--- src/rtl/cpu_run_controller.sv ---
// Single-clock run controller for the CPU core: power-on reset hold, run/halt,
// single-step and PC breakpoint, emitting a one-cycle clock-enable strobe.
module cpu_run_controller #(
  parameter int SLOW_DIV_BITS     = 26,
  parameter int RESET_HOLD_CYCLES = 4,
  parameter int PC_WIDTH          = 16
) (
  input  logic                clk,
  input  logic                rst,
  input  logic                run_btn,
  input  logic                step_btn,
  input  logic                halt_sw,
  input  logic                slow_sw,
  input  logic                cpu_halt_req,
  input  logic [PC_WIDTH-1:0] pc,
  input  logic                bp_enable,
  input  logic [PC_WIDTH-1:0] bp_addr,
  output logic                cpu_clk_en,
  output logic                cpu_rst,
  output logic [1:0]          state,
  output logic                bp_hit,
  output logic [31:0]         cycle_count
);

  localparam int HOLD_W = (RESET_HOLD_CYCLES > 1) ? $clog2(RESET_HOLD_CYCLES) : 1;
  localparam logic [HOLD_W-1:0] HOLD_INIT = HOLD_W'(RESET_HOLD_CYCLES - 1);

  typedef enum logic [1:0] {
    ST_RESET_HOLD = 2'd0,
    ST_HALTED     = 2'd1,
    ST_RUNNING    = 2'd2,
    ST_STEP       = 2'd3
  } state_e;

  state_e                   state_q, state_d;
  logic [HOLD_W-1:0]        hold_q, hold_d;
  logic                     cpu_rst_q, cpu_rst_d;
  logic                     clk_en_q, clk_en_d;
  logic                     bp_hit_q, bp_hit_d;
  logic [31:0]              cycle_q, cycle_d;
  logic [SLOW_DIV_BITS-1:0] div_q, div_d;
  logic                     run_prev_q, run_prev_d;
  logic                     step_prev_q, step_prev_d;
  logic                     skip_bp_q, skip_bp_d;

  logic run_edge;
  logic step_edge;
  logic tick;
  logic bp_match;

  assign run_edge  = run_btn & ~run_prev_q;
  assign step_edge = step_btn & ~step_prev_q;
  assign tick      = slow_sw ? (&div_q) : 1'b1;
  // skip_bp lets a resumed run step over the address it stopped on
  assign bp_match  = bp_enable & (pc == bp_addr) & ~skip_bp_q;

  always_comb begin
    state_d     = state_q;
    hold_d      = hold_q;
    clk_en_d    = 1'b0;
    bp_hit_d    = bp_hit_q;
    skip_bp_d   = skip_bp_q;
    div_d       = div_q + 1'b1;
    run_prev_d  = run_btn;
    step_prev_d = step_btn;
    cycle_d     = cycle_q + {31'd0, clk_en_q};

    case (state_q)
      ST_RESET_HOLD: begin
        if (hold_q == '0) begin
          state_d = ST_HALTED;
        end else begin
          hold_d = hold_q - 1'b1;
        end
      end
      ST_HALTED: begin
        if (step_edge) begin
          state_d = ST_STEP;
        end else if (run_edge && !halt_sw && !cpu_halt_req) begin
          state_d   = ST_RUNNING;
          bp_hit_d  = 1'b0;
          skip_bp_d = 1'b1;
        end
      end
      ST_RUNNING: begin
        if (halt_sw || cpu_halt_req) begin
          state_d = ST_HALTED;
        end else if (tick) begin
          if (bp_match) begin
            state_d  = ST_HALTED;
            bp_hit_d = 1'b1;
          end else begin
            clk_en_d  = 1'b1;
            skip_bp_d = 1'b0;
          end
        end
      end
      ST_STEP: begin
        clk_en_d = 1'b1;
        state_d  = ST_HALTED;
      end
      default: state_d = ST_RESET_HOLD;
    endcase

    cpu_rst_d = (state_d == ST_RESET_HOLD);
  end

  always_ff @(posedge clk or posedge rst) begin
    if (rst) begin
      state_q     <= ST_RESET_HOLD;
      hold_q      <= HOLD_INIT;
      cpu_rst_q   <= 1'b1;
      clk_en_q    <= 1'b0;
      bp_hit_q    <= 1'b0;
      cycle_q     <= '0;
      div_q       <= '0;
      run_prev_q  <= 1'b0;
      step_prev_q <= 1'b0;
      skip_bp_q   <= 1'b0;
    end else begin
      state_q     <= state_d;
      hold_q      <= hold_d;
      cpu_rst_q   <= cpu_rst_d;
      clk_en_q    <= clk_en_d;
      bp_hit_q    <= bp_hit_d;
      cycle_q     <= cycle_d;
      div_q       <= div_d;
      run_prev_q  <= run_prev_d;
      step_prev_q <= step_prev_d;
      skip_bp_q   <= skip_bp_d;
    end
  end

  assign cpu_clk_en  = clk_en_q;
  assign cpu_rst     = cpu_rst_q;
  assign state       = state_q;
  assign bp_hit      = bp_hit_q;
  assign cycle_count = cycle_q;

endmodule

--- config.mk ---
export PLATFORM = sky130hd
export DESIGN_NAME = cpu_run_controller
export DESIGN_NICKNAME = d
export VERILOG_FILES = /design/src/rtl/cpu_run_controller.sv
export SDC_FILE = /design/constraint.sdc
export NUM_CORES = 1
export LEC_CHECK = 0
export CORE_UTILIZATION = 38
export DETAILED_ROUTE_END_ITERATION = 8
export GPL_ROUTABILITY_DRIVEN = 0
export PLACE_DENSITY = 0.67
export SLEW_MARGIN = 20
export SYNTH_ARGS = -nofsm -noshare
export SYNTH_HDL_FRONTEND = slang
export SYNTH_SLANG_ARGS = --single-unit
--- constraint.sdc ---
create_clock -name clk -period 2.1 [get_ports clk]
set_input_delay 0.525 -clock clk [delete_from_list [all_inputs] [get_ports clk]]
set_output_delay 0.525 -clock clk [all_outputs]
set_load 0.01 [all_outputs]
==> results of run 1 <==
==> layout by cell type, fill, tap and decap left out, drive strengths merged, types with 3 or more instances in the layout <==
cell | netlist | layout
nand3 | 17 | 17
dfstp | 3 | 3
inv | 11 | 10
clkdlybuf4s50 | 0 | 76
xor2 | 30 | 30
buf | 0 | 7
clkinv | 0 | 4
clkbuf | 0 | 10
nor3 | 3 | 3
ha | 4 | 4
xnor2 | 41 | 41
nor2b | 3 | 3
and2 | 3 | 3
nor2 | 20 | 20
dfrtp | 65 | 65
nor4 | 11 | 11
nand4 | 19 | 19
and3 | 8 | 8
nand2 | 26 | 26
==> metal layers <==
metal | up-vias | part of all wire | track usage
li1 | 1152 | - | -
met1 | 1112 | 0.46 | 0.199
met2 | 58 | 0.48 | 0.261
met3 | 11 | 0.043 | 0.0333
met4 | 0 | 0.017 | 0.0718
met5 | - | 0 | 0
==> cell families after synthesis <==
| logic type | Yosys count | synth area share |
|---|---|---|
| buffers and inverters | 11 | 0.0130 |
| adder cells (fa/ha/maj) | 4 | 0.0158 |
| flip-flops | 68 | 0.537 |
| AO/OA/AOI/OAI | 9 | 0.0241 |
| AND/OR/NAND/NOR | 118 | 0.214 |
| XOR/XNOR | 71 | 0.196 |
==> area by class of cell <==
class / count / area, µm²
tap: 102 / 128
sequential: 68 / 1710
clock inverter: 6 / 87.6
timing repair buffer: 83 / 826
multi-input combinational: 202 / 1430
clock buffer: 10 / 138
inverter: 11 / 45.0
fill: 673 / 3530
==> sequential cells by signal (all words and copies together), names as in the netlist <==
register / flops
state: 2
bp_hit: 1
skip_bp_q: 1
div_q: 26
step_prev_q: 1
run_prev_q: 1
cpu_clk_en: 1
hold_q: 2
cpu_rst: 1
cycle_count: 32
==> worst min-delay path by stage <==
| stage | endpoint | slack (ns) | cells past startpoint |
|---|---|---|---|
| after floorplan | div_q[14] | 0.43 | 1 |
| after global placement | div_q[14] | 0.45 | 1 |
| after detailed placement | div_q[14] | 0.46 | 1 |
| after CTS | div_q[18] | 0.48 | 1 |
| after global routing | div_q[14] | 0.48 | 1 |
| final | div_q[18] | 0.47 | 1 |
==> power by group <==
part | internal (mW) | switching (mW) | leakage [nW]
Combinational | 0.229 | 0.150 | 0.897
Clock | 0.701 | 0.489 | 0.116
Sequential | 1.37 | 0.0804 | 0.898
==> metrics.txt, run 1 <==
die height between 90 and 100 µm; HPWL after detailed placement about 4500 µm; Synth Cell Area between 0.003 and 0.004 mm²; crit path launch cycle_count[8]; Worst Path Required ~1.6 ns; vias per cell slightly below 5; PD cells 694 mW/mm²; CTS tree built; synth cell count leaders dfrtp_1 (65), xnor2_1 (41), xor2_1 (30); fin. max-slew vios 0; CP endpoint kind output pin; worst hold slack 0.470 ns; RSZ-0062 raised after global routing no; grt ovf 0; CTS Buffer Depth 2; Final Skew ~0.012 ns; Chip Width around 93 µm; EDFF count, synth 0; crit path DAT around 1.4 ns; pre-CTS setup slack ~0.066 ns; non-filler instance count after layout a little under 500; Routed WL about 6100 µm; drt initial violations 75; Setup Buffers After CTS 0; FF-to-FF path depth 6; Slew @ Worst Pin slightly below 0.6 ns; Buf/Inv on CP 1; final hold viol count 0; post-route design area approximately 0.0044 mm²; slack of the critical path roughly 0.16 ns; min-delay src div_q[18]; worst reg2reg endpoint state[1]; IO buf count 76; largest net degree at the start of global routing between 60 and 70; r2r setup slk ~0.16 ns; register area share after synthesis 0.537; syn_nets 325; worst r2r src div_q[0]; Netlist cell types 31; clk sinks between 60 and 70; initial antenna violation count 0; vias in the first global route 2,362; num ports 77; leakage around 1.9 nW; critical path depth in cells 1; Synth Flop Type dfrtp_1; Tcrit/Tclk final 0.926; global-route wire length before repair between 10,000 and 15,000 µm; clk slew on worst S/H paths about 0.080 ns; 1st-pass router iterations 4; root buffer cell clkbuf_8; asr flop ratio synth 1.00; #FFs+latches synth 68; Cell Rows 32; Max transition margin 0.605; post-CTS sizing 0; Crit Path Category flip-flop to output pin; setup violators final 0; # diodes 0; Worst path slowest cell clkdlybuf4s50_1; Placeable Area a little under 0.008 mm²; TNS Setup 0 ns; Startpoint Class flip-flop; Hold WC Path Type flip-flop to flip-flop; DRC violations left 0; fin crit period ~1.9 ns; Crit Path Max Fanout 6; Final ANT Viol Nets 0; Syn Area/Cell between 10 and 15 µm²; worst vdd ir a little under 0.4 mV; worst setup path end cycle_count[8]; status complete, no violations; Yosys warnings 0; wire per inst roughly 13 µm; most common cell in the netlist dfrtp_1; DR vias 2,333; Hold-fix buffers, CTS 0; full die area between 0.008 and 0.009 mm²; Area Overhead vs Synth 37.3%; delay of the slowest cell on the worst path 0.59 ns; share of the synthesized area in the top cell type 0.513; area leader, netlist dfrtp_1; FMAX about 510 MHz; total of max-cap violations 0; Total GRT Usage 0.158; fin nets between 400 and 500; Final Util 0.552; Worst-Skew Late Latency between 0.3 and 0.4 ns; Cells after Synth 281; H-tree depth 3; crit path cell chain clkdlybuf4s50_1; Initial Util 0.402; cts bufs inserted 9; post-placement cell area approximately 0.0041 mm²; Top delay family on crit path buffers and inverters; Power Total just over 3 mW; dpl cells ~470; layout cells sized above 1 0.0974; ranking of synthesized cells by area dfrtp_1 (51%), xnor2_1 (11%), xor2_1 (8.3%)
No activity file was read; power rests on OpenSTA's default activity.
==> run 2: changes to the inputs <==
- CORE_MARGIN: unset -> 2
==> run 2 against run 1 <==
Against the previous run:
- final area increased by 0.46%
- first-iteration DRC count decreased by 6.7%
- wire length decreased by 1.4%
- utilization decreased by 1.7 points
- fmax increased by 0.58%
- clock skew decreased by 0.0029 ns
- clock power decreased by 10%
- combinational power increased by 1%
- count of clock-buffer cells in the layout decreased by 1
- flip-flop and latch count unchanged
- setup slack improved by 0.011 ns
- worst hold slack got worse by 0.0039 ns
- critical endpoint unchanged
==> metrics.txt, run 2 (synthesis gave the netlist of run 1 again) <==
Placeable Area 0.00818 mm² (was 0.00789 mm²); Chip Width 95.4 µm (was 93.4 µm); worst vdd ir 0.312 mV (was 0.386 mV); Final Skew 0.00930 ns (was 0.0122 ns); drt initial violations 70 (was 75); min-delay src div_q[14] (was div_q[18]); vias in the first global route 2,285 (was 2,362); Max transition margin 0.607 (was 0.605); H-tree depth 3 (unchanged); Cell Rows 33 (was 32); fin nets 423 (was 419); Hold-fix buffers, CTS 0 (unchanged); num ports 77 (unchanged); root buffer cell clkbuf_8 (unchanged); post-CTS sizing 0 (unchanged); Initial Util 0.388 (was 0.402); RSZ-0062 raised after global routing no (unchanged); 1st-pass router iterations 4 (unchanged); Routed WL 6020 µm (was 6100 µm); wire per inst 12.3 µm (was 12.7 µm); Buf/Inv on CP 1 (unchanged); fillers 755 (was 673); Worst-Skew Late Latency 0.34 ns (about the same); Hold WC Path Type flip-flop to flip-flop (unchanged); Hold Path Stages 1 (unchanged); Area Overhead vs Synth 37.9% (was 37.3%); commonest non-fill, non-tap cell in the layout clkdlybuf4s50_1 (unchanged); clk slew on worst S/H paths 0.08 ns (about the same); CTS Buffer Depth 2 (unchanged); max reg flops 32 (unchanged); delay of the slowest cell on the worst path 0.59 ns (about the same); CTS tree built (unchanged); leakage 1.91 nW (about the same); layout cells sized above 1 0.107 (was 0.0974); global-route wire length before repair 10,100 µm (was 10,800 µm); PD cells 666 mW/mm² (was 694 mW/mm²); Tcrit/Tclk final 0.921 (was 0.926); Slew @ Worst Pin 0.585 ns (was 0.587 ns); Power Total 2.91 mW (was 3.02 mW); worst reg2reg endpoint cycle_count[26] (was state[1]); Hold Path End div_q[14] (was div_q[18]); HPWL after detailed placement 4670 µm (was 4490 µm); vias per cell 4.80 (was 4.84); status complete, no violations (unchanged); Worst Path Required 1.57 ns (about the same); IO buf count 76 (unchanged); worst r2r src cpu_clk_en (was div_q[0]); DRC violations left 0 (unchanged); clk sinks 68 (unchanged); TNS Setup 0 ns (unchanged); largest net degree at the start of global routing 20 (was 69); fin crit period 1.93 ns (was 1.94 ns); Total GRT Usage 0.142 (was 0.158); initial antenna violation count 0 (unchanged); Crit Path Category flip-flop to output pin (unchanged); # diodes 0 (unchanged); final hold viol count 0 (unchanged); crit path cell chain clkdlybuf4s50_1 (unchanged); FF-to-FF path depth 7 (was 6); CP endpoint kind output pin (unchanged); crit path DAT 1.41 ns (was 1.42 ns); most frequent cells in the layout clkdlybuf4s50_1 (76), dfrtp_1 (65), xnor2_1 (41) (unchanged); cts bufs inserted 9 (unchanged); Final ANT Viol Nets 0 (unchanged); full die area 0.00910 mm² (was 0.00872 mm²); FMAX 517 MHz (was 514 MHz); total of max-cap violations 0 (unchanged); grt ovf 0 (unchanged); Startpoint Class flip-flop (unchanged); DR vias 2,348 (was 2,333); Setup Buffers After CTS 0 (unchanged); die height 95.4 µm (was 93.4 µm); Crit Path Max Fanout 6 (unchanged); Worst path slowest cell clkdlybuf4s50_1 (unchanged); setup violators final 0 (unchanged); r2r setup slk 0.25 ns (was 0.16 ns); Top delay family on crit path buffers and inverters (unchanged); fin. max-slew vios 0 (unchanged)
-- run 2: routing by layer --
layer  track usage  share of wire
met1         0.192           0.47
met2         0.219           0.47
met3        0.0348          0.051
met4        0.0560          0.012
met5             0              0
-- run 2: layout make-up --
| cell class | instances | area, µm² | area share |
|---|---|---|---|
| Clock buffer | 9 | 124 | 0.0283 |
| Clock inverter | 7 | 75.1 | 0.0172 |
| Inverter | 11 | 45.0 | 0.0103 |
| Multi-Input combinational cell | 202 | 1430 | 0.326 |
| Sequential cell | 68 | 1710 | 0.390 |
| Tap cell | 105 | 131 | 0.0300 |
| Timing Repair Buffer | 87 | 868 | 0.198 |
-- run 2: how the worst max path moves through the flow --
stage	end	slack, ns	cells after the start	from
global placement	bp_hit	0.08	6	bp_addr[13]
finish	cycle_count[8]	0.17	1	cycle_count[8]
CTS	cycle_count[8]	0.14	1	cycle_count[8]
global route	cycle_count[30]	0.04	7	cycle_count[0]
detailed placement	state[1]	0.05	6	bp_addr[12]
floorplan	cycle_count[30]	0.30	7	cpu_clk_en
-- run 2: power breakdown --
part	switching, mW	internal [mW]	total, mW
Sequential	0.0887	1.37	1.46
Clock	0.517	0.554	1.07
Combinational	0.149	0.234	0.384
-- run 2: metrics by stage --
step	setup slack [ns]	cell area [µm²]	instances	util	hold WS, ns
finish	0.167	4380	489	0.535	0.466
global route	0.0392	4380	489	0.535	0.497
CTS	0.138	4380	489	0.535	0.470
detailed placement	0.0501	4180	473	0.511	0.458
global placement	0.0840	4180	473	0.511	0.453
floorplan	0.302	3180	281	-	0.434
